==> src/rtl/mem_wb_stage.sv <==
// MEM/WB pipeline register and writeback logic for the MIPS pipeline.
// Holds the instruction leaving MEM, aligns and extends load data, and
// drives the register-file write port, the ID forwarding bus and a
// retired-instruction counter.
module mem_wb_stage #(
  parameter int unsigned CNT_W = 32
) (
  input  logic             clk,
  input  logic             rst,
  input  logic             ms_to_ws_valid,
  output logic             ws_allow_in,
  input  logic [31:0]      ms_pc,
  input  logic             ms_gr_we,
  input  logic [4:0]       ms_dest,
  input  logic [31:0]      ms_alu_result,
  input  logic [31:0]      ms_mem_rdata,
  input  logic [2:0]       ms_load_op,
  input  logic             ws_stall,
  input  logic             ws_flush,
  output logic             rf_we,
  output logic [4:0]       rf_waddr,
  output logic [31:0]      rf_wdata,
  output logic             ws_fwd_valid,
  output logic [4:0]       ws_fwd_dest,
  output logic [31:0]      ws_fwd_data,
  output logic [31:0]      debug_wb_pc,
  output logic [CNT_W-1:0] retire_cnt
);

  typedef enum logic [2:0] {
    LD_NONE = 3'b000,
    LD_B    = 3'b001,
    LD_BU   = 3'b010,
    LD_H    = 3'b011,
    LD_HU   = 3'b100,
    LD_W    = 3'b101
  } load_op_e;

  logic        ws_valid;
  logic        ws_ready_go;
  logic        capture;
  logic        retire;
  logic        writes_gpr;

  logic [31:0] pc_r;
  logic        gr_we_r;
  logic [4:0]  dest_r;
  logic [31:0] alu_r;
  logic [31:0] rdata_r;
  logic [2:0]  load_op_r;
  logic [1:0]  off_r;

  logic [7:0]  byte_sel;
  logic [15:0] half_sel;
  logic [31:0] wb_result;

  assign ws_ready_go = !ws_stall;
  assign ws_allow_in = !ws_valid || ws_ready_go;
  assign capture     = ms_to_ws_valid && ws_allow_in;
  assign retire      = ws_valid && ws_ready_go && !ws_flush;
  assign writes_gpr  = gr_we_r && (dest_r != 5'd0);

  // Valid bit: flush wins, otherwise follow MEM when WB can accept.
  always_ff @(posedge clk or posedge rst) begin
    if (rst) begin
      ws_valid <= 1'b0;
    end else if (ws_flush) begin
      ws_valid <= 1'b0;
    end else if (ws_allow_in) begin
      ws_valid <= ms_to_ws_valid;
    end
  end

  // Payload capture; fields latched under a flush are harmless because
  // ws_valid is cleared and every output is qualified by it.
  always_ff @(posedge clk or posedge rst) begin
    if (rst) begin
      pc_r      <= '0;
      gr_we_r   <= 1'b0;
      dest_r    <= '0;
      alu_r     <= '0;
      rdata_r   <= '0;
      load_op_r <= '0;
      off_r     <= '0;
    end else if (capture) begin
      pc_r      <= ms_pc;
      gr_we_r   <= ms_gr_we;
      dest_r    <= ms_dest;
      alu_r     <= ms_alu_result;
      rdata_r   <= ms_mem_rdata;
      load_op_r <= ms_load_op;
      off_r     <= ms_alu_result[1:0];
    end
  end

  // Retired-instruction counter, wraps naturally.
  always_ff @(posedge clk or posedge rst) begin
    if (rst) begin
      retire_cnt <= '0;
    end else if (retire) begin
      retire_cnt <= retire_cnt + CNT_W'(1);
    end
  end

  // Select byte and halfword lanes by the captured address offset.
  always_comb begin
    byte_sel = rdata_r[7:0];
    case (off_r)
      2'd0: byte_sel = rdata_r[7:0];
      2'd1: byte_sel = rdata_r[15:8];
      2'd2: byte_sel = rdata_r[23:16];
      2'd3: byte_sel = rdata_r[31:24];
      default: byte_sel = rdata_r[7:0];
    endcase
    half_sel = off_r[1] ? rdata_r[31:16] : rdata_r[15:0];
  end

  // Extend the selected lane by load type; reserved encodings act as non-loads.
  always_comb begin
    wb_result = alu_r;
    case (load_op_r)
      LD_B:    wb_result = {{24{byte_sel[7]}}, byte_sel};
      LD_BU:   wb_result = {24'd0, byte_sel};
      LD_H:    wb_result = {{16{half_sel[15]}}, half_sel};
      LD_HU:   wb_result = {16'd0, half_sel};
      LD_W:    wb_result = rdata_r;
      default: wb_result = alu_r;
    endcase
  end

  // Register-file write port and forwarding bus.
  always_comb begin
    rf_we        = ws_valid && ws_ready_go && writes_gpr;
    rf_waddr     = dest_r;
    rf_wdata     = wb_result;
    ws_fwd_valid = ws_valid && writes_gpr;
    ws_fwd_dest  = dest_r;
    ws_fwd_data  = wb_result;
    debug_wb_pc  = ws_valid ? pc_r : '0;
  end

endmodule

==> config.mk <==
export PLATFORM = sky130hd
export DESIGN_NAME = mem_wb_stage
export DESIGN_NICKNAME = d
export VERILOG_FILES = /design/src/rtl/mem_wb_stage.sv
export SDC_FILE = /design/constraint.sdc
export NUM_CORES = 1
export LEC_CHECK = 0
export ABC_AREA = 1
export BUFFER_PORTS_ARGS = -buffer_cell sky130_fd_sc_hd__buf_2
export CAP_MARGIN = 30
export CORE_MARGIN = 2
export CORE_UTILIZATION = 51
export CTS_CLUSTER_SIZE = 25
export DETAILED_ROUTE_END_ITERATION = 8
export HOLD_SLACK_MARGIN = 0.12
export PLACE_DENSITY = 0.79
export REMOVE_ABC_BUFFERS = 1
export SLEW_MARGIN = 25
export SYNTH_ARGS = -nofsm -noshare
export SYNTH_HDL_FRONTEND = slang
export SYNTH_SLANG_ARGS = --single-unit
==> constraint.sdc <==
create_clock -name clk -period 6.12 [get_ports clk]
set_input_delay 1.224 -clock clk [delete_from_list [all_inputs] [get_ports clk]]
set_output_delay 1.224 -clock clk [all_outputs]
set_load 0.01 [all_outputs]
==> results of run 1 <==
[state kept, by name (all words and copies together), names as in the netlist]
| signal | count |
|---|---|
| rf_waddr | 5 |
| pc_r | 32 |
| rdata_r | 32 |
| ws_valid | 1 |
| load_op_r | 3 |
| gr_we_r | 1 |
| retire_cnt | 32 |
| alu_r | 32 |
[through the flow]
step / power (mW) / setup slack, ns
after floorplan: 1.508 / 1.200
after global routing: 2.970 / 2.189
after detailed placement: 1.794 / 2.371
after global placement: 1.779 / 2.486
after CTS: 2.832 / 1.929
final: 2.819 / 2.387
[layer usage]
layer / share of wire / global-route usage / vias to the layer above
li1: - / - / 3131
met1: 0.41 / 0.3177 / 3093
met2: 0.48 / 0.4159 / 306
met3: 0.085 / 0.08224 / 37
met4: 0.018 / 0.08145 / 2
met5: 0.00065 / 0 / -
[kinds of logic (layout without fill, tap and decap cells)]
family,count (synthesis),after routing,synth area share
simple gates,374,374,0.2272
buf+inv,181,397,0.1174
flops,138,138,0.4519
compound gates,77,77,0.06238
mux,69,69,0.1115
xor+xnor,21,21,0.02800
fa+ha+maj,1,1,0.001637
other cells,0,1,0
[power groups by stage]
stage	registers, mW	logic (mW)	clock network, mW
floorplan	1.10	0.410	0
global placement	1.11	0.669	0
detailed placement	1.11	0.680	0
CTS	1.10	0.683	1.05
global route	1.11	0.764	1.10
finish	1.10	0.692	1.03
[worst min path at each step]
stage | end | startpoint | cells past startpoint | slack (ns)
floorplan | rdata_r[1]$_DFFE_PP0P_ | rdata_r[1]$_DFFE_PP0P_ | 1 | 0.48
detailed placement | pc_r[30]$_DFFE_PP0P_ | pc_r[30]$_DFFE_PP0P_ | 1 | 0.49
CTS | pc_r[30]$_DFFE_PP0P_ | pc_r[30]$_DFFE_PP0P_ | 1 | 0.51
global placement | pc_r[30]$_DFFE_PP0P_ | pc_r[30]$_DFFE_PP0P_ | 1 | 0.49
finish | alu_r[30]$_DFFE_PP0P_ | alu_r[30]$_DFFE_PP0P_ | 1 | 0.51
global route | alu_r[7]$_DFFE_PP0P_ | alu_r[7]$_DFFE_PP0P_ | 1 | 0.52
[cell type report]
cell class / count / area share
clock inverters: 15 / 0.01728
well taps: 184 / 0.02464
inverters: 110 / 0.04486
flip-flops and latches: 138 / 0.3698
multi-input cells: 542 / 0.3538
diodes: 1 / 0.0002678
clock buffers: 17 / 0.04553
repair buffers: 255 / 0.1438
[synthesized netlist by cell type (2+ instances only)]
cell type,number
dfrtp_1,138
nand2_4,2
clkbuf_1,5
nand3_4,3
xnor2_2,4
buf_4,41
inv_2,8
nor3_2,3
nand3_1,51
buf_2,20
nor2_1,77
inv_1,101
o21ai_0,9
nand3b_1,2
nand2_2,9
buf_6,5
nor2_4,9
o21ai_1,3
mux2_2,49
nand4_1,13
a21oi_1,40
o2111ai_1,21
mux2_4,20
xor2_1,10
nand3_2,4
xnor2_1,7
nand2_1,192
nor2_2,5
nand4_2,2
==> run summary, run 1 <==
The run gives 3.88 ns as the setup slack of the worst register-to-register path. In this run the tool buffered the top-level ports with 250 buffer cells. The switching component of the power is 0.9066 mW. The later pin in the worst-skew pair is clocked with a latency of 0.42 ns. The number of global-route vias before repair is 6452, and the share of synthesized registers carrying an async set or reset is 1.000. After detailed routing, the average wire length per cell comes to 15.82 microns.

The tools report the critical path capture point as rf_wdata[16]. The clock share of power was 0.366. The filler cells instantiated in the layout total 1218. In this run the power density over the cells is 301.7 nW/um^2. Gates resized during post-CTS repair numbered 0. Max-cap violations in this run came to 0.

Synthesis inferred 138 register bits. During I/O placement, the number of pins put on the boundary was 251. By area the synthesized netlist is led by dfrtp_1 (45%), nand2_1 (9.4%), mux2_2 (7.2%), inv_1 (5.0%), buf_4 (4.0%). Yosys mapped the design onto 37 distinct sky130hd cell types.

The number of clock buffers added by TritonCTS is 17. In the final layout, the multi-input gates occupy 3306 sq um. The count of final hold-check violations is 0. The top cell types in the final layout, fill and taps aside, are buf_2 (250), nand2_1 (192), dfrtp_1 (137). For this run, the slowest stage of the critical path takes 0.47 ns. The worst setup path is captured at an output port.

For the number of buffers inserted for hold repair after clock tree synthesis, the log shows 0. Derived from the worst setup path, the maximum achievable clock frequency is 267.9 MHz. The final instance area came out at 9343 sq um. The tools report the initial antenna violation count as 2. The share of the synthesized area in the top cell type was 0.4519. The worst setup path category is reg -> out. The kind of cell with the highest combined delay on the critical path is buffers and inverters. The worst min-delay path class was reg -> reg. Detailed placement finished with a half-perimeter wire length of 14100 microns. The share of synthesized area occupied by flip-flops and latches is 0.4519, and the mean instance size in the synthesized netlist is 8.876 sq um.

Post-route worst hold slack: 0.5064 ns. The area taken by flip-flops and latches was 3455 sq um. Traced cell by cell, the critical path runs through buf_8 -> inv_2 -> o21ai_1 -> nand3_2 -> nand3b_2 -> o2111ai_1 -> buf_2.

Yosys mapped a number of flops with a built-in enable equal to 0. The die span in x came out at 126.4 microns. STA classifies the critical path startpoint as a flip-flop. The largest fanout on the critical path is 24.

The first global-routing pass estimated 32360 microns of wire. The worst path needs 3.733 ns of the cycle, external delays included. For this design the static power due to leakage is 5.114 nW.

The core utilization of the finished layout was 0.6404. The tools report the combinational share of power as 0.246. For the pin count of the biggest net entering global routing, the log shows 142. For the wire length reported by the detailed router, the log shows 19970 microns.

The tools report the destination of the worst register-to-register timing path as rdata_r[12]$_DFFE_PP0P_. The critical path runs through a total of 7 cells. The number of clock sinks is 138. CTS built an H-tree with a depth of 4.

TritonCTS built the clock tree. The biggest area consumer among synthesized cells is dfrtp_1. After synthesis the cells add up to 7642 sq um. Across all layers, the routed design uses 6569 vias. Dividing the detail-routed via count by the number of cells gives 5.205.

Cell internal power was estimated by the tool at 1.912 mW. Once placement completed, the tool counted placed cells totaling 1225. The fraction of final layout cells sized beyond drive strength 1 is 0.3807, and the synthesized instance count is 861. The most common library cell in the layout ignoring fill and taps was buf_2. The switching power share of the total is 0.3216. On the critical path, the stage with the largest delay is an instance of dfrtp_1.

Counting both buffers and inverters, the worst setup path holds a total of 3. The tools report the total congestion overflow as 0. From synthesis to final layout, the design area changed by 22.25%.

The chip height was 126.4 microns. Summed over all failing endpoints, the final setup total negative slack is 0 ns. The logs give 0 for the total number of yosys warnings and 2 for the maximum root-to-sink buffer count.

The clock transition at the register clock pins on the worst setup and hold paths after CTS is 0.06 ns, and the share of total power in sequential cells is 0.389. For the worst setup path, the data required time is 4.90 ns. In this run the critical register-to-register path is launched from ws_valid$_DFFE_PP0P_. The tools report the area of the core as 14590 sq um.

The clock arrives with 0.008583 ns of skew. The die covers 15980 sq um. The placed instances occupy a cell area of 8668 sq um. The run finished with clean final reports. At the end of the flow, the number of nets in the layout was 1175. The tools report the count of final max-slew check failures as 0.

The cell count of the worst reg-to-reg path was 4. The number of setup buffers added after CTS is 0, and the portion of the clock cycle consumed by the worst path in the final layout is 0.6100. Once layout is complete, the cells apart from fillers number 1262. The logs give 0.5501 for the relative slew slack and 0.2530 for the global-route total usage across every layer. The count of nets left with antenna violations once routing finished came out at 0. The total of endpoints with negative setup slack in the final report was 0.

The tools report the starting utilization of the core area as 0.5238. The worst-case IR drop observed on VDD is 0.0002078 V. The tools report the remaining routing DRC violations as 0. Most frequently used flop master after synthesis: dfrtp_1. At the worst endpoint, the arrival time is 2.51 ns. At the pin with the least slew margin, the transition time is 0.6749 ns.

The detailed-router iteration count before antenna repair was 7. The total number of placement rows was 44. Setup repair after global routing left no endpoint under its margin. Launching instance or port of the critical path: alu_r[1]$_DFFE_PP0P_. The tree is rooted in a clkbuf_16.

The first routing iteration left 481 violations. At the end of routability-driven placement, the weighted congestion stood at 0.9089.
Power figures use the tool's default switching activity.
==> run 2, diff against run 1 <==
--- a/config.mk
+++ b/config.mk
@@ -9,11 +9,11 @@
 export BUFFER_PORTS_ARGS = -buffer_cell sky130_fd_sc_hd__buf_2
 export CAP_MARGIN = 30
 export CORE_MARGIN = 2
-export CORE_UTILIZATION = 51
+export CORE_UTILIZATION = 46
 export CTS_CLUSTER_SIZE = 25
 export DETAILED_ROUTE_END_ITERATION = 8
 export HOLD_SLACK_MARGIN = 0.12
-export PLACE_DENSITY = 0.79
+export PLACE_DENSITY = 0.76
 export REMOVE_ABC_BUFFERS = 1
 export SLEW_MARGIN = 25
 export SYNTH_ARGS = -nofsm -noshare
==> constraint.sdc (replaced) <==
create_clock -name clk -period 3 [get_ports clk]
set_input_delay 0.6 -clock clk [delete_from_list [all_inputs] [get_ports clk]]
set_output_delay 0.6 -clock clk [all_outputs]
set_load 0.01 [all_outputs]
==> run 2 against run 1 <==
Compared with the run above:
- first-iteration DRC count decreased by 2.7%
- non-clock buffer count increased by 5
- largest cell class unchanged
- critical path type unchanged
- final cell count increased by 3.2%
- combinational power increased by 110%
- count of clock-buffer cells in the layout unchanged
- sequential share of layout area decreased by 0.40 points
- global-route usage decreased by 2.0 points
- hold slack got worse by 0.32 ns
- die area increased by 11%
==> run summary, run 2 (synthesis gave the netlist of run 1 again) <==
The top cell types in the final layout, fill and taps aside, are buf_2 (250), nand2_1 (192), dfrtp_1 (138). Post-CTS timing repair inserted 0 buffers for setup. After floorplanning, the core was sized to cover 16410 sq um. The tools report the element type at the critical path start as a flip-flop. After floorplanning, the core was divided into 47 placement rows. The average vias per placed instance was 5.045; the clock transition at the register clock pins on the worst setup and hold paths after CTS was 0.06 ns.

The element type at the critical path end was an output port. The number of global-route vias before repair came out at 6622. The logs give 2.40 ns for the required time at the endpoint of the critical path and 251 for the count of boundary I/O pins. For the global-route total usage across every layer, the log shows 0.2329. The number of H-tree levels is 4, and the relative slew slack is 0.5852.

The count of buffers added on input and output ports is 250. Chip height: 132.9 microns. The fraction of final layout cells sized beyond drive strength 1 was 0.3826.

The total of endpoints with negative setup slack in the final report was 0. The largest fanout on the critical path is 11, and the starting utilization of the core area is 0.4658. Setup slack at placement: 0.5338 ns.

The run gives 0.009073 ns as the worst setup skew after layout. The number of antenna diodes in the final layout is 0. Measured along the x axis, the die boundary spans 132.9 microns. The sequential cells in the finished layout cover a total of 3453 sq um.

Setup repair after global routing left no endpoint under its margin. The final estimated routing congestion in global placement was 0.8529; the leakage power figure was 5.144 nW. The run gives 0 as the count of final max-slew check failures.

Critical path's largest stage delay: 0.45 ns. The number of routed nets with antenna violations came out at 0. For this run the aggregate overflow at the end of global routing stands at 0. The run finished with clean final reports. The HPWL after detailed placement is 14850 microns. At the pin with the least slew margin, the transition time is 0.6208 ns. The tools report the initial detailed-routing violation count as 468. The synthesis-to-layout area growth was 23.54%.

After the last flow step, the layout net total stands at 1180. For the first-pass GRT wire length, the log shows 32710 microns. The first detailed-routing pass ran for 5 iterations.

TritonCTS created 17 clock buffers. The tools report the maximum root-to-sink buffer count as 2. The number of clock sinks was 138. The number of fill cells in the layout is 1433, and the cell count after placement is 1270. Power spread over the standard cell area amounts to 620.6 nW/um^2. Entering global routing, the biggest net connects 69 pins.

The slowest stage of the critical path belongs to the cell dfrtp_1. The multi-input combinational cells in the finished layout cover a total of 3314 sq um. The initial antenna violation count was 2; the total number of vias was 6569. The library cell used most frequently in the layout, excluding fill and tap cells, is buf_2. The count of final hold-check violations was 0. The setup path with the least slack is of type reg -> out. Leaving out filler cells and counting taps, the final layout contains 1302. The number of maximum-capacitance constraint violations was 0. The post-route minimum period came out at 2.875 ns. The tree is rooted in a clkbuf_16.

For the post-route worst hold slack, the log shows 0.1829 ns. The remaining routing DRC violations was 0; the largest vdd supply drop was 0.0003891 V. The wire length reported by the detailed router came out at 20390 microns.

The signal on the critical path passes through nor2_1 -> nand2_1 -> nand2_1 -> buf_4 -> nand3_1 -> nand3_1 -> nor2_1 -> nor2_1 -> buf_2. The most numerous cell type found on the critical path is nor2_1. The worst min-delay path class is in -> async. Data arrives at the worst endpoint at 2.28 ns. The number of buffers inserted for hold repair after clock tree synthesis was 0; the final critical-path setup slack was 0.1248 ns. The logs give 5.860 mW for the sum of internal, switching and leakage power and 347.8 MHz for the maximum clock frequency. For the floorplan die area, the log shows 17660 sq um.

In the final routed layout, each cell accounts on average for 15.66 microns. TritonCTS built the clock tree. Portion of the clock cycle consumed by the worst path in the final layout: 0.9584.

The run gives 0.42 ns as the clock latency on the worst-skew pair.
run 2: path summary, 6_finish.rpt:
check	startpoint	endpoint	slack (ns)	cells after the start
worst max-delay path	load_op_r[1]$_DFFE_PP0P_	ws_fwd_data[0]	0.12	9
worst min-delay path	rst	pc_r[22]$_DFFE_PP0P_	0.18	2
worst max register to register	ws_valid$_DFFE_PP0P_	retire_cnt[28]$_DFFE_PP0P_	1.23	8
worst min register to register	pc_r[16]$_DFFE_PP0P_	pc_r[16]$_DFFE_PP0P_	0.51	1
max in group asynchronous	rst	rdata_r[17]$_DFFE_PP0P_	2.05	3
min in group clk	ws_flush	ws_valid$_DFFE_PP0P_	0.38	2
run 2: cell type report:
| cell class | instances | share of cell area |
|---|---|---|
| multi-input combinational | 542 | 0.3510 |
| inverter | 110 | 0.04466 |
| clock buffer | 17 | 0.04506 |
| tap | 220 | 0.02915 |
| clock inverter | 15 | 0.01988 |
| timing repair buffer | 260 | 0.1444 |
| sequential | 138 | 0.3658 |
run 2: critical path: cells and delay by family, from the launching register on:
kind	cells	cell delay [ns]
AND/OR/NAND/NOR	7	0.95
buffers and inverters	2	0.45
flip-flops	1	0.45
run 2: metal layers:
layer | track usage | vias to the layer above | wire (microns)
met5 | 0 | - | 7
met4 | 0.06691 | 2 | 270
met3 | 0.06782 | 30 | 1319
met2 | 0.3967 | 243 | 10040
met1 | 0.2883 | 3146 | 8756
li1 | - | 3148 | -
run 2: timing repair:
| action | CTS | global route |
|---|---|---|
| endpoints found under the hold margin | 0 | 0 |
| gates resized for setup | 0 | 3 |
| endpoints found under the setup margin | 0 | 50 |
run 2: stage by stage:
stage                     cell area (sq um)  utilization  TNS (ns)
after detailed placement               8817       0.5374         0
after floorplan                        7159            -   -191.38
after CTS                              9430       0.5748         0
after global routing                   9442       0.5755         0
after global placement                 8817       0.5374         0
final                                  9442       0.5755         0
run 2: where the power goes:
part / internal, mW / leakage, nW / switching (mW)
Combinational: 0.604 / 3.20 / 0.840
Clock: 1.33 / 0.297 / 0.864
Sequential: 2.06 / 1.65 / 0.161
Total: 3.99 / 5.14 / 1.86
==> run 3, diff against run 2 <==
--- a/config.mk
+++ b/config.mk
@@ -5,7 +5,6 @@
 export SDC_FILE = /design/constraint.sdc
 export NUM_CORES = 1
 export LEC_CHECK = 0
-export ABC_AREA = 1
 export BUFFER_PORTS_ARGS = -buffer_cell sky130_fd_sc_hd__buf_2
 export CAP_MARGIN = 30
 export CORE_MARGIN = 2
==> run 3 against run 2 <==
Compared with the run above:
- fmax shrank 1.2%
- clock skew decreased by 0.0021 ns
- total power shrank 0.51%
- die area shrank 5.5%
- final cell count fell by 16%
- first-iteration DRC count shrank 28%
- clock power down 2%
- largest cell class unchanged
- count of clock-buffer cells in the layout increased by 2
- core utilization grew 1.8 points
- highest routed layer is now met4
==> run summary, run 3 <==
The portion of the clock cycle consumed by the worst path in the final layout works out to 0.9703. Ranked by instance count, the synthesized netlist is headed by dfrtp_1 (138), mux2_2 (104), nand2_1 (57). The total of endpoints with negative setup slack in the final report was 0; the number of buffer and inverter instances along the worst setup path was 2. Synthesis-to-layout area growth: 25.59%.

The share of total power in sequential cells is 0.384, and the power density normalized to cell area is 644.2 nW/um^2. Along the worst path, the maximum fanout reaches 19. Summed over all instances, the cell type with the most area after synthesis is dfrtp_1. Yosys instantiated no cell more often than dfrtp_1. Detailed placement ended at an HPWL of 13080 microns. Each instance of the synthesized netlist takes up on average 10.90 sq um.

Post-route minimum period: 2.911 ns. The number of global-route vias before repair is 5713. The number of different library cells in the post-synthesis netlist was 57. The number of fill cells in the layout was 1314; the measured slew at the worst slew-check pin was 0.5691 ns. The logs give 0.6206 for the relative slew slack and 18100 microns for the wire length reported by the detailed router. The count of non-filler cells in the finished layout was 1096; the total congestion overflow was 0. By area the synthesized netlist is led by dfrtp_1 (48%), mux2_2 (16%), buf_4 (4.0%), and2_1 (3.4%), nand2_1 (3.0%). Initial detailed-routing violation count: 335. The kind of cell with the highest combined delay on the critical path is simple AND/OR/NAND/NOR gates. Static timing analysis puts the maximum clock frequency at 343.6 MHz. The number of clock sinks was 138. In this run the remaining antenna-violating nets after routing total 0.

The synthesized design contains 138 register bits. From bottom edge to top edge, the die measures 129.2 microns. After clock tree synthesis, the clock-pin slew on the worst setup and hold paths is 0.06 ns.

In the final layout, the multi-input gates occupy 3242 sq um. The run gives 0.4792 as the share of synthesized area occupied by flip-flops and latches. Measured in cells, the most critical reg-to-reg path has a length of 6. The number of maximum-capacitance constraint violations is 0, and the first-pass GRT wire length is 28720 microns.

The run gives 0 as the initial antenna violation count. The pre-antenna-repair detailed-routing pass consisted of 7 iterations. The total number of vias is 5724, and the worst path arrival time is 2.31 ns. VDD sags by at most 0.0003797 V. For the synthesized instance count, the log shows 661. The run finished with clean final reports. The worst setup path is launched from a flip-flop.

Master of the slowest instance on the critical path: dfrtp_2. Clock tree synthesis inserted a total of 17 buffers. Including well taps, the total number of placed cells is 1062. The critical path goes through or3_1 -> and2_1 -> buf_4 -> o22a_1 -> buf_2.

In the layout the commonest cells are buf_2 (250), dfrtp_1 (136), mux2_2 (104). In this design, the stage delay of the slowest critical-path cell is 0.50 ns. The share of synthesized registers carrying an async set or reset is 1.000. Most frequently used flop master after synthesis: dfrtp_1. The count of boundary I/O pins is 251.

The library cell used most frequently in the layout, excluding fill and tap cells, is buf_2. The worst setup skew after layout is 0.006977 ns, and the count of final max-slew check failures is 0. Worst min-delay path class: in -> async. Combinational share of power: 0.249. The count of final hold-check violations is 0, and the total number of placement rows is 45.

The pin count of the biggest net entering global routing is 73, and the leakage power figure is 4.361 nW. The starting utilization of the core area came out at 0.4722. The run gives 2 as the maximum root-to-sink buffer count. The area taken by flip-flops and latches is 3456 sq um. The worst setup path category is reg -> out. The global-route total usage across every layer came out at 0.2211. The clock tree synthesis step divided the H-tree into 4 levels.

The root buffer cell is clkbuf_16. The area of the core is 15260 sq um. The switching power share of the total is 0.3042, and the number of buffers inserted for hold repair after clock tree synthesis is 0.

The average vias per placed instance came out at 5.223. The clock share of power was 0.367. In the routed design, unresolved DRC markers number 0.

The tools report the startpoint of the most critical register-to-register path as ws_valid$_DFFE_PP0P_. The worst register-to-register path ends at retire_cnt[30]$_DFFE_PP0P_. For the post-route worst hold slack, the log shows 0.2398 ns. The fraction of final layout cells sized beyond drive strength 1 came out at 0.4808. The floorplan die area is 16680 sq um, and the number of buffer cells added on primary ports is 250. During synthesis, Yosys emitted a total of 0 warnings.

The final layout contains 982 nets. At the worst endpoint, the required time is 2.40 ns. TritonCTS built the clock tree. The number of flops mapped to enable cells by yosys is 0. The run gives 0.42 ns as the clock latency on the worst-skew pair. The setup TNS is 0 ns, and the setup slack of the worst register-to-register path is 0.99 ns.

Cell internal power was estimated by the tool at 4.056 mW. Area of the mapped netlist: 7206 sq um. The switching component of the power was 1.773 mW; the detailed-route wire length per cell was 16.51 microns.

Routability-driven placement finished with a final weighted congestion of 0.8641. The die span in x came out at 129.2 microns. The worst setup path is captured at an output port. Share of the synthesized area in the top cell type: 0.4792.
## run 3: cell count changes after synthesis, moves of 11 or more
cell       previous run  this run
inv_1               101        14
clkbuf_1              5        20
nand2_1             192        57
nor2_1               77        29
nor2b_1               0        11
nand3_1              51         7
and2_1                0        39
mux2_2               49       104
o2111ai_1            21         0
mux2_4               20         0
## run 3: timing repair
| item | CTS | global route |
|---|---|---|
| buffers inserted | 0 | 1 |
| gates resized for setup | 3 | 4 |
| endpoints found under the setup margin | 46 | 48 |
| gates cloned | 0 | 0 |
## run 3: worst max-delay path by stage
| stage | cells past startpoint | slack [ns] | to | from |
|---|---|---|---|---|
| 2_1_floorplan | 1 | -1.30 | alu_r[0]$_DFFE_PP0P_ | rst |
| 3_3_place_gp | 5 | 0.33 | ws_fwd_data[29] | load_op_r[1]$_DFFE_PP0P_ |
| 3_5_place_dp | 5 | 0.30 | ws_fwd_data[29] | load_op_r[1]$_DFFE_PP0P_ |
| 4_1_cts | 5 | 0.002 | rf_wdata[13] | load_op_r[0]$_DFFE_PP0P_ |
| 5_1_grt | 6 | -0.0003 | ws_fwd_data[29] | load_op_r[2]$_DFFE_PP0P_ |
| 6_report | 5 | 0.09 | rf_wdata[13] | load_op_r[0]$_DFFE_PP0P_ |
## run 3: power by group through the flow
stage          clock (mW)  combinational [mW]  sequential, mW
2_1_floorplan           0               0.828            2.26
3_3_place_gp            0                1.43            2.27
3_5_place_dp            0                1.44            2.27
4_1_cts              2.18                1.45            2.24
5_1_grt              2.27                1.59            2.27
6_report             2.14                1.45            2.24
## run 3: cell type report
class / instances / share of cell area
well taps: 211 / 0.02917
diodes: 1 / 0.0002765
clock inverters: 13 / 0.01866
inverters: 14 / 0.006360
repair buffers: 270 / 0.1576
flip-flops and latches: 138 / 0.3819
clock buffers: 19 / 0.04784
multi-input cells: 430 / 0.3582
## run 3: kinds of logic after synthesis
kind of cell,after synthesis,synth area share
xor+xnor,31,0.03768
simple gates,194,0.1462
buf+inv,93,0.07223
mux,113,0.1768
compound gates,91,0.08613
flops,138,0.4792
fa+ha+maj,1,0.001736
## run 3: per-layer routing
layer / wire [microns] / vias to the layer above / share of wire / GRT usage
met4: 352 / 0 / 0.019 / 0.07545
met5: 0 / - / 0 / 0
met3: 1507 / 24 / 0.083 / 0.08092
li1: - / 2699 / - / -
met1: 7285 / 2759 / 0.40 / 0.2539
met2: 8955 / 242 / 0.49 / 0.3820
## run 3: stage by stage
step | worst slack, ns | instance area [sq um] | utilization | total power, mW
floorplan | -1.296 | 6738 | - | 3.089
global placement | 0.3305 | 8428 | 0.5524 | 3.691
detailed placement | 0.3016 | 8428 | 0.5524 | 3.716
CTS | 0.001563 | 9036 | 0.5922 | 5.881
global route | -0.0002969 | 9047 | 0.5929 | 6.137
finish | 0.08921 | 9050 | 0.5931 | 5.830
## run 3: worst register-to-register path, stage by stage (launching register included)
cell      delay (ns)
dfrtp_1         0.56
buf_4           0.31
and4bb_2        0.29
nand4_1         0.11
buf_4           0.21
nor4_1          0.29
xor2_1          0.17
